--- src/rtl/dof.sv ---
// Decode-and-operand-fetch stage: decodes IR, drives register-file read addresses,
// selects operands and registers everything into the DOF/EX pipeline register.
module dof (
    input  logic        CLOCK,
    input  logic        RESET,
    input  logic [31:0] PC_M1,
    input  logic [31:0] IR,
    input  logic [31:0] A_DATA,
    input  logic [31:0] B_DATA,
    output logic [31:0] BUS_A,
    output logic [31:0] BUS_B,
    output logic [4:0]  AA,
    output logic [4:0]  BA,
    output logic        RW,
    output logic [4:0]  DA,
    output logic [1:0]  MD,
    output logic [1:0]  BS,
    output logic        PS,
    output logic        MW,
    output logic [4:0]  FS,
    output logic [4:0]  SH,
    output logic [31:0] PC_M2
);

    logic [6:0]  op;
    logic        rw_next;
    logic [1:0]  md_next;
    logic [1:0]  bs_next;
    logic        ps_next;
    logic        mw_next;
    logic [4:0]  fs_next;
    logic        ma;
    logic        mb;
    logic        cs;
    logic [31:0] const_value;
    logic [31:0] bus_a_next;
    logic [31:0] bus_b_next;

    assign op = IR[31:25];
    assign AA = IR[19:15];
    assign BA = IR[14:10];

    always_comb begin
        rw_next = 1'b0;
        md_next = 2'b00;
        bs_next = 2'b00;
        ps_next = 1'b0;
        mw_next = 1'b0;
        fs_next = 5'b00000;
        ma      = 1'b0;
        mb      = 1'b0;
        cs      = 1'b0;
        case (op)
            7'b0000010: begin rw_next = 1'b1; fs_next = 5'b00010; end
            7'b0000101: begin rw_next = 1'b1; fs_next = 5'b00101; end
            7'b1100101: begin rw_next = 1'b1; md_next = 2'b10; fs_next = 5'b00101; end
            7'b0001000: begin rw_next = 1'b1; fs_next = 5'b01000; end
            7'b0001010: begin rw_next = 1'b1; fs_next = 5'b01010; end
            7'b0001100: begin rw_next = 1'b1; fs_next = 5'b01100; end
            7'b0101110: begin rw_next = 1'b1; fs_next = 5'b01110; end
            7'b1000000: begin rw_next = 1'b1; end
            7'b0110000: begin rw_next = 1'b1; fs_next = 5'b11000; end
            7'b0110001: begin rw_next = 1'b1; fs_next = 5'b10100; end
            7'b0000001: begin mw_next = 1'b1; end
            7'b0100001: begin rw_next = 1'b1; md_next = 2'b01; end
            7'b0100010: begin rw_next = 1'b1; fs_next = 5'b00010; mb = 1'b1; cs = 1'b1; end
            7'b0100101: begin rw_next = 1'b1; fs_next = 5'b00101; mb = 1'b1; cs = 1'b1; end
            7'b0101000: begin rw_next = 1'b1; fs_next = 5'b01000; mb = 1'b1; end
            7'b0101010: begin rw_next = 1'b1; fs_next = 5'b01010; mb = 1'b1; end
            7'b0101100: begin rw_next = 1'b1; fs_next = 5'b01100; mb = 1'b1; end
            7'b1100010: begin rw_next = 1'b1; fs_next = 5'b00010; mb = 1'b1; end
            7'b1000101: begin rw_next = 1'b1; fs_next = 5'b00101; mb = 1'b1; end
            7'b1100001: begin bs_next = 2'b10; end
            7'b0100000: begin bs_next = 2'b01; mb = 1'b1; cs = 1'b1; end
            7'b1100000: begin bs_next = 2'b01; ps_next = 1'b1; mb = 1'b1; cs = 1'b1; end
            7'b1000100: begin bs_next = 2'b11; mb = 1'b1; cs = 1'b1; end
            7'b0110111: begin
                rw_next = 1'b1;
                bs_next = 2'b11;
                fs_next = 5'b00111;
                ma      = 1'b1;
                mb      = 1'b1;
                cs      = 1'b1;
            end
            default: ;
        endcase
    end

    // Upper constant bits replicate IM[14] only when sign extension is selected.
    assign const_value[14:0] = IR[14:0];
    generate
        for (genvar gi = 15; gi < 32; gi++) begin : g_const_ext
            assign const_value[gi] = cs & IR[14];
        end
    endgenerate

    assign bus_a_next = ma ? PC_M1 : A_DATA;
    assign bus_b_next = mb ? const_value : B_DATA;

    always_ff @(posedge CLOCK or posedge RESET) begin
        if (RESET) begin
            BUS_A <= '0;
            BUS_B <= '0;
            RW    <= 1'b0;
            DA    <= '0;
            MD    <= '0;
            BS    <= '0;
            PS    <= 1'b0;
            MW    <= 1'b0;
            FS    <= '0;
            SH    <= '0;
            PC_M2 <= '0;
        end else begin
            BUS_A <= bus_a_next;
            BUS_B <= bus_b_next;
            RW    <= rw_next;
            DA    <= IR[24:20];
            MD    <= md_next;
            BS    <= bs_next;
            PS    <= ps_next;
            MW    <= mw_next;
            FS    <= fs_next;
            SH    <= IR[4:0];
            PC_M2 <= PC_M1;
        end
    end

endmodule

--- config.mk ---
export PLATFORM = sky130hd
export DESIGN_NAME = dof
export DESIGN_NICKNAME = d
export VERILOG_FILES = /design/src/rtl/dof.sv
export SDC_FILE = /design/constraint.sdc
export NUM_CORES = 1
export LEC_CHECK = 0
export CORE_MARGIN = 2
export CORE_UTILIZATION = 30
export CTS_CLUSTER_DIAMETER = 60
export CTS_CLUSTER_SIZE = 8
export DETAILED_ROUTE_END_ITERATION = 7
export PLACE_DENSITY = 0.63
export SYNTH_ARGS = -nofsm -noshare
export SYNTH_HDL_FRONTEND = slang
export SYNTH_SLANG_ARGS = --single-unit
--- constraint.sdc ---
create_clock -name CLOCK -period 6.8 [get_ports CLOCK]
set_input_delay 0.68 -clock CLOCK [delete_from_list [all_inputs] [get_ports CLOCK]]
set_output_delay 0.68 -clock CLOCK [all_outputs]
set_load 0.03 [all_outputs]
==> results.md <==
* Outcome: complete, no violations
* P_sw at approximately 470 uW
* Top cell type's share of synthesized area at roughly two thirds
* WL per Instance at 17.63 um
* Inserted Diodes at 0
* Fin nets at about 660
* Fmax at about 350 MHz
* Synthesized instance count at roughly 290
* Post-synth top flop: dfrtp_1
* Cell taking the most area after synthesis: dfrtp_1
* Lkg Pwr at between 3 and 4 nW
* Slew headroom at roughly 43%
* CTS tree: built
* Clk pwr share at about 45%
* Tightest Pin Transition at between 0.8 and 0.9 ns
* Synth Area in Simple Gates at under 10%
* Share of cells above drive strength 1 at around 15%
* Setup violators final at 0
* Crit start category: primary input
* Pint at about 1.5 mW
* P&R area growth vs syn at 71.52%
* Antenna Nets Post-Route at 0
* Setup crit end kind: register
* Overall power at roughly 1.9 mW
* Post-Syn Area at between 0.004 and 0.005 mm2
* Critical path class: primary input to register
* Rows at 43
* Placed cell area at roughly 0.0069 mm2
* Post-CTS sizing at 0
* CTS buffer count at 17
* Seq pwr share at around 40%
* Clock sink count at between 100 and 150
* Largest family of logic cells by synthesized area: multiplexers
* Postcts setup bufs at 0
* Htree depth at 4
* Cts hold-fix bufs at 0
* Setup TNS at 0 ns
* Req. time, crit path at 7.10 ns
* Yosys warns at 0
* GRT Overall Usage at around 17%
* Leading cell types by total area after synthesis: dfrtp_1 (68%), mux2_2 (7.5%), mux2_4 (4.5%), a21o_1 (2.9%), buf_4 (2.6%)
* Max cap viols at 0
* Die X at roughly 120 um
* Mux cell area share after synthesis at 13.56%
* Syn avg cell area at ~15 um2
* VDD IR-drop max at around 0.00013 V
* Slew Limit Fails at 0
* Pin count of the biggest net entering global routing at 68
* Hold crit path type: primary input to asynchronous set/reset pin
* Post-Route WL at 12680 um
* Commonest cells after routing, fill and taps aside: clkdlybuf4s50_1 (247), dfrtp_1 (118), mux2_2 (29)
* DRT Pass-1 Iters at 4
* Worst Path Arrival at around 3.1 ns
* DR iter-0 viols at between 100 and 150
* Pwr dens at around 260 mW/mm2
* Hold_ws at roughly 0.70 ns
* Clk root buf: clkbuf_16
* # IOs at ~260
* Final instance area at ~0.0074 mm2
* Logic pwr share at between 10% and 20%
* Ys async rst share at 100.0%
* Clock-pin transition on the worst setup and hold timing paths at 0.06 ns
* GRT overflow at 0
* Routed vias at 3194
* Post-route minimum period at between 2 and 3 ns
* Post-synthesis adder-cell area fraction at 0%
* Commonest non-fill, non-tap cell in the layout: clkdlybuf4s50_1
* Vias in the first global route at approximately 3400
* First-pass GRT wire length at 19720 um
* HPWL after DPL at between 9000 and 10000 um
* Hold Vio Cnt, Final at 0
* Die Y at around 120 um
* Core area at between 0.01 and 0.015 mm2
* DIE AREA at between 0.015 and 0.02 mm2
* Syn Nets at ~420
* EDFF count, synth at 0
* Via/cell ratio at roughly 4.4
* Period utilisation layout at between 40% and 50%
* Unrepaired setup endpoints after global routing: no
* Initial antenna violation count at 0
* Switching part of the total at 24.48%
* Residual DRC count at 0
* CTS max path bufs at 2
* Critical-path maximum fanout at 32
* Initial Util at a little under a third
* Port bufs at ~250
* FF+latch count, synth at approximately 120
* Synth Area in Compound Gates at under 10%
* Post-synthesis cell type count at between 40 and 50
* Sequential area share after synthesis at roughly two thirds
* Post-synthesis xor/xnor area fraction at 0%
* GP Congestion at roughly 0.81
[power by group through the flow]
stage | clock network [mW] | logic, mW | registers, mW
after floorplan | 0 | 0.0738 | 0.847
after global placement | 0 | 0.320 | 0.764
after detailed placement | 0 | 0.324 | 0.766
after CTS | 0.883 | 0.325 | 0.754
after global routing | 0.920 | 0.339 | 0.757
final | 0.863 | 0.322 | 0.753
[worst max-delay path: stages]
cell             delay, ns
clkdlybuf4s50_1       0.93
nor2_1                0.16
a32oi_1               0.31
o21ai_2               0.10
a21oi_4               0.14
buf_4                 0.41
mux2_2                0.38
[synth_stat cells (2+ instances only)]
| cell type | instances |
|---|---|
| buf_4 | 15 |
| and3b_1 | 2 |
| and3_1 | 3 |
| inv_1 | 3 |
| dfrtp_1 | 118 |
| nor2_1 | 8 |
| o21ai_0 | 3 |
| a21oi_1 | 6 |
| mux2_4 | 13 |
| nor2b_1 | 6 |
| nand4_1 | 3 |
| nand2_1 | 11 |
| nand3_1 | 3 |
| nor3b_1 | 3 |
| nand4b_1 | 2 |
| clkbuf_1 | 4 |
| buf_2 | 6 |
| buf_6 | 3 |
| a21o_1 | 17 |
| mux2_2 | 29 |
| mux2_1 | 5 |
[sequential cells by signal (all words and copies together) (netlist names)]
register  cells
BS            2
BUS_A        32
BUS_B        32
DA            5
FS            5
MD            2
MW            1
PC_M2        32
PS            1
RW            1
SH            5
[path summary, 6_finish.rpt]
check                      startpoint                  end  cells past startpoint
max                            IR[27]   BUS_B[1]$_DFF_PP0_                      7
min                             RESET  PC_M2[12]$_DFF_PP0_                      2
max in group asynchronous       RESET      DA[4]$_DFF_PP0_                      3
min in group CLOCK             IR[24]      DA[4]$_DFF_PP0_                      1
[per-stage QoR]
stage	util, %	cells	worst slack [ns]
2_1_floorplan	-	288	2.991
3_3_place_gp	49.05	689	3.683
3_5_place_dp	49.05	689	3.571
4_1_cts	53.16	719	4.012
5_1_grt	53.16	719	3.850
6_report	53.16	719	3.975
[final cells by class]
class / instances / area (um2)
fillers: 1186 / 6553
multi-input cells: 138 / 1175
well taps: 180 / 225.2
clock inverters: 8 / 100.1
repair buffers: 250 / 2495
clock buffers: 22 / 474.2
flip-flops and latches: 118 / 2953
inverters: 3 / 13.76
[layer usage]
metal	part of all wire (%)	vias to the layer above	track usage [%]
li1	-	1463	-
met4	2.8	0	6.874
met3	8.7	26	7.616
met1	39	1534	18.86
met2	50	171	27.61
met5	0	-	0
[kinds of logic after synthesis]
family	count (synthesis)
buf+inv	32
simple gates	51
flops	118
compound gates	39
mux	48
No activity file was read; power rests on OpenSTA's default activity.
